==> src/rtl/note_pkg.sv <==
// Shared note constants: note codes, nominal periods (also the generator
// divisors) and the detector FSM state type.
package note_pkg;

  localparam int PERIOD_W = 28;

  typedef logic [PERIOD_W-1:0] period_t;

  typedef enum logic [2:0] {
    NOTE_DO   = 3'd0,
    NOTE_RE   = 3'd1,
    NOTE_MI   = 3'd2,
    NOTE_FA   = 3'd3,
    NOTE_SOL  = 3'd4,
    NOTE_LA   = 3'd5,
    NOTE_SI   = 3'd6,
    NOTE_NONE = 3'd7
  } note_e;

  typedef enum logic [1:0] {
    ST_IDLE,
    ST_ARMED,
    ST_LOCKING,
    ST_LOCKED
  } state_e;

  localparam period_t PERIOD_MAX = '1;

  localparam period_t NOTE_PERIOD [0:6] = '{
    28'd381679, 28'd340530, 28'd303370, 28'd286344,
    28'd255102, 28'd227273, 28'd202478
  };

endpackage

==> src/rtl/note_detector_if.sv <==
// Tone line in, measurement and note results out.
interface note_detector_if;
  import note_pkg::*;

  logic       tone_in;
  period_t    period;
  logic       period_strobe;
  logic [2:0] note_code;
  logic       note_valid;

  modport master (
    output tone_in,
    input  period, period_strobe, note_code, note_valid
  );

  modport slave (
    input  tone_in,
    output period, period_strobe, note_code, note_valid
  );

endinterface

==> src/rtl/tone_edge_sync.sv <==
// Two-flop synchronizer, one-flop delay and a registered rising-edge pulse.
// The synchronizer chain is not reset so a tone that is high across a reset
// does not fake a rising edge afterwards.
module tone_edge_sync (
  input  logic clock_in,
  input  logic reset,
  input  logic tone_in,
  output logic tone_edge
);

  logic meta_p0;
  logic sync_p1;
  logic dly_p2;

  // sync -> delay -> edge pulse, edge seen three cycles after tone rises
  always_ff @(posedge clock_in) begin
    meta_p0 <= tone_in;
    sync_p1 <= meta_p0;
    dly_p2  <= sync_p1;
    if (reset) tone_edge <= 1'b0;
    else       tone_edge <= sync_p1 & ~dly_p2;
  end

endmodule

==> src/rtl/note_detector.sv <==
// Measures tone period in clock_in cycles, classifies it against the
// nominal note table and locks once a note repeats STABLE_COUNT times.
module note_detector
  import note_pkg::*;
#(
  parameter int      TOL_SHIFT     = 6,
  parameter int      STABLE_COUNT  = 2,
  parameter period_t TIMEOUT       = 28'd800000,
  // nominal table; defaults to the divisors the generators use
  parameter period_t NOMINAL [0:6] = NOTE_PERIOD
) (
  input  logic           clock_in,
  input  logic           reset,
  note_detector_if.slave bus
);

  localparam logic [7:0] STABLE_C = 8'(STABLE_COUNT);

  logic       tone_edge;
  period_t    cnt;
  period_t    cnt_inc;
  logic       report;
  logic       timeout;
  state_e     state, state_n;
  note_e      cand, cand_n;
  note_e      result;
  note_e      code_n;
  logic       valid_n;
  logic [7:0] match_cnt, mc_n, mc_inc;

  // Lowest code wins: scan downward so later (lower) matches overwrite.
  function automatic note_e classify(input period_t p);
    note_e   res;
    period_t diff;
    period_t tol;
    res = NOTE_NONE;
    for (int i = 6; i >= 0; i--) begin
      tol  = NOMINAL[i] >> TOL_SHIFT;
      diff = (p >= NOMINAL[i]) ? p - NOMINAL[i] : NOMINAL[i] - p;
      if (diff <= tol) res = note_e'(i[2:0]);
    end
    return res;
  endfunction

  tone_edge_sync u_sync (
    .clock_in  (clock_in),
    .reset     (reset),
    .tone_in   (bus.tone_in),
    .tone_edge (tone_edge)
  );

  assign cnt_inc = (cnt == PERIOD_MAX) ? PERIOD_MAX : cnt + period_t'(1);
  assign report  = tone_edge && (state != ST_IDLE);
  assign timeout = (state != ST_IDLE) && !tone_edge && (cnt >= TIMEOUT);
  assign result  = classify(bus.period);
  assign mc_inc  = match_cnt + 8'd1;

  // Saturating period counter, cleared on each rising edge
  always_ff @(posedge clock_in) begin
    if (reset)          cnt <= '0;
    else if (tone_edge) cnt <= '0;
    else                cnt <= cnt_inc;
  end

  // Period capture stage: one cycle after the edge, skipped for the first edge
  always_ff @(posedge clock_in) begin
    if (reset) begin
      bus.period        <= '0;
      bus.period_strobe <= 1'b0;
    end else begin
      bus.period_strobe <= report;
      if (report) bus.period <= cnt_inc;
    end
  end

  // Next state: classification acts on the strobe, edges arm, silence times out
  always_comb begin
    state_n = state;
    cand_n  = cand;
    mc_n    = match_cnt;
    if (bus.period_strobe && state != ST_IDLE) begin
      if (result == NOTE_NONE) begin
        mc_n    = '0;
        state_n = ST_ARMED;
      end else if (state == ST_LOCKED && result == cand) begin
        state_n = ST_LOCKED;
      end else if (state == ST_LOCKING && result == cand) begin
        mc_n = mc_inc;
        if (mc_inc >= STABLE_C) state_n = ST_LOCKED;
      end else begin
        cand_n  = result;
        mc_n    = 8'd1;
        state_n = (STABLE_C <= 8'd1) ? ST_LOCKED : ST_LOCKING;
      end
    end else if (tone_edge && state == ST_IDLE) begin
      state_n = ST_ARMED;
    end else if (timeout) begin
      state_n = ST_IDLE;
      mc_n    = '0;
    end
    valid_n = (state_n == ST_LOCKED);
    code_n  = valid_n ? cand_n : NOTE_NONE;
  end

  // Note stage: state, candidate and registered note outputs
  always_ff @(posedge clock_in) begin
    if (reset) begin
      state          <= ST_IDLE;
      cand           <= NOTE_NONE;
      match_cnt      <= '0;
      bus.note_code  <= NOTE_NONE;
      bus.note_valid <= 1'b0;
    end else begin
      state          <= state_n;
      cand           <= cand_n;
      match_cnt      <= mc_n;
      bus.note_code  <= code_n;
      bus.note_valid <= valid_n;
    end
  end

endmodule
==> src/flat_wrapper.sv <==
// flat-port wrapper written by rule: the top's interface ports become plain ports
module note_detector_flat import note_pkg::*;
#(
  parameter int      TOL_SHIFT     = 6,
  parameter int      STABLE_COUNT  = 2,
  parameter period_t TIMEOUT       = 28'd800000,
                                                               
  parameter period_t NOMINAL [0:6] = NOTE_PERIOD
)
  (clock_in, reset, bus_tone_in, bus_period, bus_period_strobe, bus_note_code, bus_note_valid);
  note_detector_if bus_i ();
  input  logic clock_in;
  input  logic reset;
  input wire logic [$bits(bus_i.tone_in)-1:0] bus_tone_in;
  output wire logic [$bits(bus_i.period)-1:0] bus_period;
  output wire logic [$bits(bus_i.period_strobe)-1:0] bus_period_strobe;
  output wire logic [$bits(bus_i.note_code)-1:0] bus_note_code;
  output wire logic [$bits(bus_i.note_valid)-1:0] bus_note_valid;
  assign bus_i.tone_in = bus_tone_in;
  assign bus_period = bus_i.period;
  assign bus_period_strobe = bus_i.period_strobe;
  assign bus_note_code = bus_i.note_code;
  assign bus_note_valid = bus_i.note_valid;
  note_detector #(.TOL_SHIFT(TOL_SHIFT), .STABLE_COUNT(STABLE_COUNT), .TIMEOUT(TIMEOUT), .NOMINAL(NOMINAL)) u_core (.clock_in(clock_in), .reset(reset), .bus(bus_i));
endmodule
==> config.mk <==
export PLATFORM = sky130hd
export DESIGN_NAME = note_detector_flat
export DESIGN_NICKNAME = d
export VERILOG_FILES = /design/src/rtl/note_pkg.sv /design/src/rtl/note_detector_if.sv /design/src/rtl/tone_edge_sync.sv /design/src/rtl/note_detector.sv /design/src/flat_wrapper.sv
export SDC_FILE = /design/constraint.sdc
export NUM_CORES = 1
export LEC_CHECK = 0
export CAP_MARGIN = 15
export CORE_MARGIN = 2
export CORE_UTILIZATION = 30
export CTS_CLUSTER_DIAMETER = 50
export DETAILED_ROUTE_END_ITERATION = 8
export GPL_TIMING_DRIVEN = 0
export SYNTH_ARGS = -nofsm -noshare
export SYNTH_HDL_FRONTEND = slang
export SYNTH_SLANG_ARGS = --single-unit
==> constraint.sdc <==
create_clock -name clock_in -period 10.4 [get_ports clock_in]
set_clock_uncertainty 0.2 [all_clocks]
set_input_delay 1.56 -clock clock_in [delete_from_list [all_inputs] [get_ports clock_in]]
set_output_delay 1.56 -clock clock_in [all_outputs]
set_load 0.05 [all_outputs]
==> impl_metrics.yaml, run 1 <==
status:
  run_status: "complete, no violations"
synth:
  synth.net_count: 1867
  yosys.cell_count.top_type: "nor2_1"
  postSynth.asyncResetShare_pct: 0
  synth.top_cells.by_area: "dfxtp_1 12%, nor2_1 5.8%, xnor2_1 5.4%, a21oi_1 5.1%, o21ai_0 4.1%"
  synthCells: 1840
  sequential_element_share_of_the_synthesized_area_pct: 12.5
  synthFlopType: "dfxtp_1"
  postSynthAreaPerCell_sq_um: 6.81
  yosys_warnings: 0
  synth_cell_type_count: 114
  synth.ff_latch_count: 78
  synth-edff-count: 0
  synth.top_cells.by_count: "194 x nor2_1, 132 x nand2_1, 127 x a21oi_1"
  yosysTopAreaCell: "dfxtp_1"
  netlist_area_sq_um: 12500
  yosysTopAreaCellShare_pct: 12.5
setup_path:
  sort_of_element_at_the_start_of_the_critical_path: "flip-flop"
  rrSetupSlack_ns: 2.75
  path_common_cell: "clkbuf_1"
  worst-endpoint-arrival_ns: 7.73
  cpLargestDelayFamily: "compound AO/OA/AOI/OAI gates"
  cp_slowest_stage_delay_ns: 0.94
  critical_path_buf_inv_count: 4
  crit_chain: "clkbuf_1, clkbuf_1, clkinv_1, ha_1, a21boi_0, a2111oi_4, nand2b_1, nor2_2, buf_2, a31oi_1, o41ai_1, nand3b_1, and2_1, a211oi_2, nand4_2, nor3_1, a211o_1"
  path_max_fanout: 10
  worstSetupPathType: "reg -> reg"
  cp-end-kind: "flip-flop"
  slowest_stage: "a21boi_0"
  timing.critical_path.required_ns: 10.49
cts:
  post-cts-setup-buffer-count: 0
  clk_path_buf_depth: 2
  cts_hold_buf: 0
  cts_inserted_buffers: 9
  cts_resizes: 0
  tritoncts: "yes"
  clk_transition_reported_paths_ns: 0.06
  insertion_delay_ns: 0.34
  cts_root_buffer: "clkbuf_16"
  ctsHtreeMaxLevel: 3
  number_of_sinks_on_the_clock_net: 78
grt:
  globalRoute.totalOverflow: 0
  pin_count_of_the_biggest_net_entering_global_routing: 17
  grt_pass1_vias: 16200
  wire_length_of_the_first_global_routing_pass_um: 113000
  grt_antenna_before_repair: 3
  grtUsageTotal_pct: 35.1
placement:
  global_placer_s_final_weighted_congestion: 1.12
  hpwl_um: 60900
  port_buffers: 34
  dpl-instance-area_sq_um: 13600
  placed_cells_incl_taps: 2408
cells_and_area:
  final_design_area_no_fill_sq_um: 13900
  drive_above_1_share_pct: 7.56
  layout.core_utilization_pct: 33.9
  fin_nets: 1914
  synth_to_layout_area_growth_pct: 10.9
  multi_input_area_sq_um: 10200
  final-instance-count-excl-fill: 2427
  filler_cell_count: 4560
  seqCellArea_sq_um: 1560
power:
  power-per-cell-area_nw_per_um2: 65.4
  leakage_power_nw: 4.72
  power.ir.vdd_worst_uv: 95.6
sta:
  max_clock_freq_ghz: 0.131
  worst_pin_slew_ns: 1.26
  hold_viol_final: 0
  final-max-slew-violation-count: 0
  setup_viol: 0
  fin_setup_tns_ns: 0
  fin_hold_ws_ns: 0.127
  grt_setup_unrepaired: "no"
  layout_min_cycle_time_ns: 7.65
  post-route-period-util_pct: 73.5
  headroom_to_the_max_slew_limit_pct: 15.1
floorplan:
  die_y_um: 208
  core-area_sq_um: 41000
  floorplan.die_area_sq_um: 43400
  io_pins: 36
  number_of_standard_cell_rows_in_the_floorplan: 74
  die_x_um: 208
  start_util_pct: 30.6
detailed_routing:
  vias_per_cell: 7.03
  detailroute.via_count: 17100
  drt.antenna.violating_nets: 0
  dr_iter_0_viols: 2838
  detailedRoute.firstPassIterationCount: 9
  drcViolationCount: 0
  avgRoutedWirePerCell_um: 32.4
  drt_wl_total_um: 78600
flow_run:
  maxCapViolations: 0
worst_hold_path:
  min-delay-path-class: "reg -> reg"
==> worst reg2reg max path, stage by stage, from the launching register on <==
cell       delay (ns)
dfxtp_1          0.63
clkbuf_1         0.43
clkbuf_1         0.44
clkinv_1         0.44
ha_1             0.41
a21boi_0         0.94
a2111oi_4        0.25
nand2b_1         0.45
nor2_2           0.54
buf_2            0.41
a31oi_1          0.15
o41ai_1          0.84
nand3b_1         0.24
and2_1           0.25
a211oi_2         0.29
nand4_2          0.31
nor3_1           0.26
a211o_1          0.12
==> registers in the layout, indices dropped and copies added (netlist names) <==
name                      flops
u_core.bus.note_code          3
u_core.state                  2
u_core.u_sync.meta_p0         1
u_core.match_cnt              8
u_core.cnt                   28
u_core.u_sync.sync_p1         1
u_core.cand                   3
u_core.u_sync.dly_p2          1
u_core.u_sync.tone_edge       1
u_core.bus.period_strobe      1
u_core.bus.period            28
u_core.bus.note_valid         1
==> area by class of cell <==
class                      instances  area share, %
clock inverter                     4          0.558
inverter                          39           1.05
sequential                        78           11.2
clock buffer                      12           1.84
antenna                            3         0.0540
tap                              532           4.79
multi-input combinational       1560           73.0
buffer                           163           4.99
timing repair buffer              36           2.52
==> metrics by stage <==
step / setup WS [ns] / total power [mW]
final: 2.75 / 0.910
after global routing: 2.67 / 0.938
after CTS: 3.23 / 0.905
after detailed placement: 3.26 / 0.555
after global placement: 3.04 / 0.556
after floorplan: 5.29 / 0.474
==> path summary, 6_finish.rpt <==
path,depth (start not counted),startpoint,end
max reg2reg,17,u_core.bus.period[5],u_core.match_cnt[1]
min,0,u_core.u_sync.meta_p0,u_core.u_sync.sync_p1
max,17,u_core.bus.period[5],u_core.match_cnt[1]
min reg2reg,0,u_core.u_sync.meta_p0,u_core.u_sync.sync_p1
==> power breakdown <==
part	total [mW]	switching (mW)	internal, mW	leakage (nW)
logic	0.256	0.173	0.0822	3.93
clock network	0.347	0.123	0.225	0.163
registers	0.307	0.00526	0.302	0.631
==> per-layer routing <==
layer / vias to the layer above / global-route usage, % / share of wire [%]
met4: 6 / 22.7 / 7.8
met2: 1423 / 52.2 / 41
met1: 8117 / 43.9 / 37
met5: - / 0.667 / 0.19
li1: 7160 / - / -
met3: 355 / 10.4 / 13
==> placed cells by master, fill, tap and decap left out, types with 10 or more instances in the layout <==
master / count
and4_1: 12
or4_1: 12
a211o_1: 13
inv_1: 29
dfxtp_1: 78
clkdlybuf4s50_1: 34
o31ai_1: 16
o21ai_1: 19
o211ai_1: 29
nor4_1: 33
o22ai_1: 14
clkbuf_1: 94
and3_1: 36
a311oi_1: 16
nand4_1: 39
a21o_1: 18
nor2b_1: 19
o21ai_0: 103
mux2i_1: 27
o2111ai_1: 13
a21oi_1: 127
nor3b_1: 10
nor3_1: 54
nand2b_1: 22
buf_2: 50
and2_1: 23
nand2_1: 132
ha_1: 24
or2_2: 12
o311a_1: 10
buf_1: 19
a31oi_1: 32
xnor2_1: 77
nand3_1: 91
nor2_1: 194
o21a_1: 14
a211oi_1: 54
or3_1: 19
xor2_1: 13
==> logic make-up (layout without fill, tap and decap cells) <==
group | Yosys count | in the layout | share of synthesized area, %
buffers and inverters | 202 | 254 | 6.71
multiplexers | 34 | 34 | 2.81
AO/OA/AOI/OAI | 629 | 629 | 35.6
adder cells (fa/ha/maj) | 24 | 24 | 2.39
flip-flops | 78 | 78 | 12.5
XOR/XNOR | 91 | 91 | 6.42
other | 0 | 3 | 0
AND/OR/NAND/NOR | 782 | 782 | 33.6
(Power assumes the default switching activity.)
==> run 2: changes to the inputs <==
Clock period 10.4 ns to 6.9 ns, I/O delays scaled along.
==> run 2 against run 1 <==
Against the previous run: clock power grew 51%; combinational power grew 51%; wire length up 0.33%; sequential share of layout area about the same; via count rose by 0.11%; sequential power up 51%; final cell count is essentially flat; critical path depth down 1; non-clock buffer count rose by 1; critical endpoint unchanged; largest cell class unchanged.
==> impl_metrics.yaml, run 2 (synthesis results as in run 1) <==
status:
  run_status: "complete, no violations"
setup_path:
  critical_path_buf_inv_count: 4
  path_max_fanout: 10
  critical_path_cell_count: 16
  slowest_stage: "clkbuf_1"
  r2r.worst_path.cells: 16
  worstSetupPathType: "reg -> reg"
  timing.critical_path.required_ns: 6.99
  crit_chain: "clkbuf_1, clkbuf_1, clkbuf_1, clkbuf_1, nand2_1, o21ai_0, mux2i_1, nand4_1, o22a_1, a2111oi_0, o311ai_1, nand4_1, xor2_1, nand4_2, nor3_1, a211o_1"
  path_common_cell: "clkbuf_1"
  worst-endpoint-arrival_ns: 6.95
  cp-end-kind: "flip-flop"
  cpLargestDelayFamily: "buffers and inverters"
  sort_of_element_at_the_start_of_the_critical_path: "flip-flop"
  cp_slowest_stage_delay_ns: 0.90
cts:
  clk_path_buf_depth: 2
  cts_inserted_buffers: 9
  number_of_sinks_on_the_clock_net: 78
  insertion_delay_ns: 0.34
  ctsHtreeMaxLevel: 3
  cts_root_buffer: "clkbuf_16"
  clk_transition_reported_paths_ns: 0.06
  tritoncts: "yes"
floorplan:
  io_pins: 36
  core-area_sq_um: 41000
  floorplan.die_area_sq_um: 43400
  die_y_um: 208
  start_util_pct: 30.6
  number_of_standard_cell_rows_in_the_floorplan: 74
  die_x_um: 208
grt:
  wire_length_of_the_first_global_routing_pass_um: 113000
  pin_count_of_the_biggest_net_entering_global_routing: 17
  grtUsageTotal_pct: 35.1
  grt_antenna_before_repair: 2
  grt_pass1_vias: 16200
  globalRoute.totalOverflow: 0
power:
  power-per-cell-area_nw_per_um2: 98.5
  leakage_power_nw: 4.74
  power.ir.vdd_worst_uv: 144
sta:
  grt_setup_unrepaired: "no"
  hold_viol_final: 0
  final-max-slew-violation-count: 0
  setup_viol: 0
  worst_pin_slew_ns: 1.26
  layout_min_cycle_time_ns: 6.86
  post-route-period-util_pct: 99.4
  max_clock_freq_ghz: 0.146
  headroom_to_the_max_slew_limit_pct: 14.9
  fin_hold_ws_ns: 0.127
worst_hold_path:
  holdPathStages: 0
  min-delay-path-class: "reg -> reg"
placement:
  port_buffers: 34
  hpwl_um: 60900
  global_placer_s_final_weighted_congestion: 1.12
  placed_cells_incl_taps: 2408
detailed_routing:
  detailroute.via_count: 17100
  avgRoutedWirePerCell_um: 32.5
  drt.antenna.violating_nets: 0
  drt_wl_total_um: 78900
  dr_iter_0_viols: 2801
  vias_per_cell: 7.03
  detailedRoute.firstPassIterationCount: 8
  drcViolationCount: 0
cells_and_area:
  final-instance-count-excl-fill: 2428
  biggestRegsByFlops: "u_core.bus.period: 28 flops, u_core.cnt: 28 flops, u_core.match_cnt: 8 flops"
  layout.cells.most_common: "nor2_1"
  synth_to_layout_area_growth_pct: 11.2
  fin_nets: 1915
  most_used_cells_in_the_layout_excluding_fill_and_tap_cells: "194 x nor2_1, 132 x nand2_1, 127 x a21oi_1"
  drive_above_1_share_pct: 7.82
flow_run:
  maxCapViolations: 0
-- run 2: final cells by class --
class | instances | area [sq um]
Fill cell | 4557 | 27100
Multi-Input combinational cell | 1560 | 10200
Sequential cell | 78 | 1560
Buffer | 163 | 696
Tap cell | 532 | 666
Timing Repair Buffer | 37 | 358
Clock buffer | 12 | 256
Inverter | 39 | 150
Clock inverter | 4 | 77.6
Antenna cell | 3 | 7.51
-- run 2: metal layers --
metal	part of all wire, %	vias to the layer above	track usage, %	wire (um)
met4	8.0	2	22.6	6270
met1	38	8145	43.9	30100
li1	-	7146	-	-
met2	41	1412	52.3	32300
met5	0.047	-	0.667	37
met3	13	375	10.4	10100
-- run 2: power by group --
group | total [mW] | internal [mW] | switching, mW
Combinational | 0.387 | 0.125 | 0.263
Clock | 0.523 | 0.338 | 0.185
Sequential | 0.463 | 0.455 | 0.00795
Total | 1.37 | 0.918 | 0.455
-- run 2: metrics by stage --
step	cell area (sq um)	util (%)	setup slack [ns]	TNS, ns	power, mW
final	13900	34.0	0.0389	0	1.37
after global routing	13900	34.0	0.0879	0	1.42
after CTS	13900	33.9	0.0387	0	1.36
after detailed placement	13600	33.1	-0.236	-1.59	0.837
after global placement	13500	33.0	-0.456	-4.52	0.838
after floorplan	12500	-	1.79	0	0.715
-- run 2: repair_timing --
item | in CTS | in global routing
gates resized for setup | 1 | 7
hold buffers | 0 | 0
setup endpoints to repair | 13 | 15
pin swaps | 0 | 1
cloned | 0 | 0
setup buffers | 0 | 1
-- run 2: path summary, 6_finish.rpt --
check / slack (ns) / start / end
hold / removal: 0.13 / u_core.u_sync.meta_p0 / u_core.u_sync.sync_p1
hold reg to reg: 0.13 / u_core.u_sync.meta_p0 / u_core.u_sync.sync_p1
setup reg to reg: 0.04 / u_core.bus.period[13] / u_core.match_cnt[1]
setup / recovery: 0.04 / u_core.bus.period[13] / u_core.match_cnt[1]
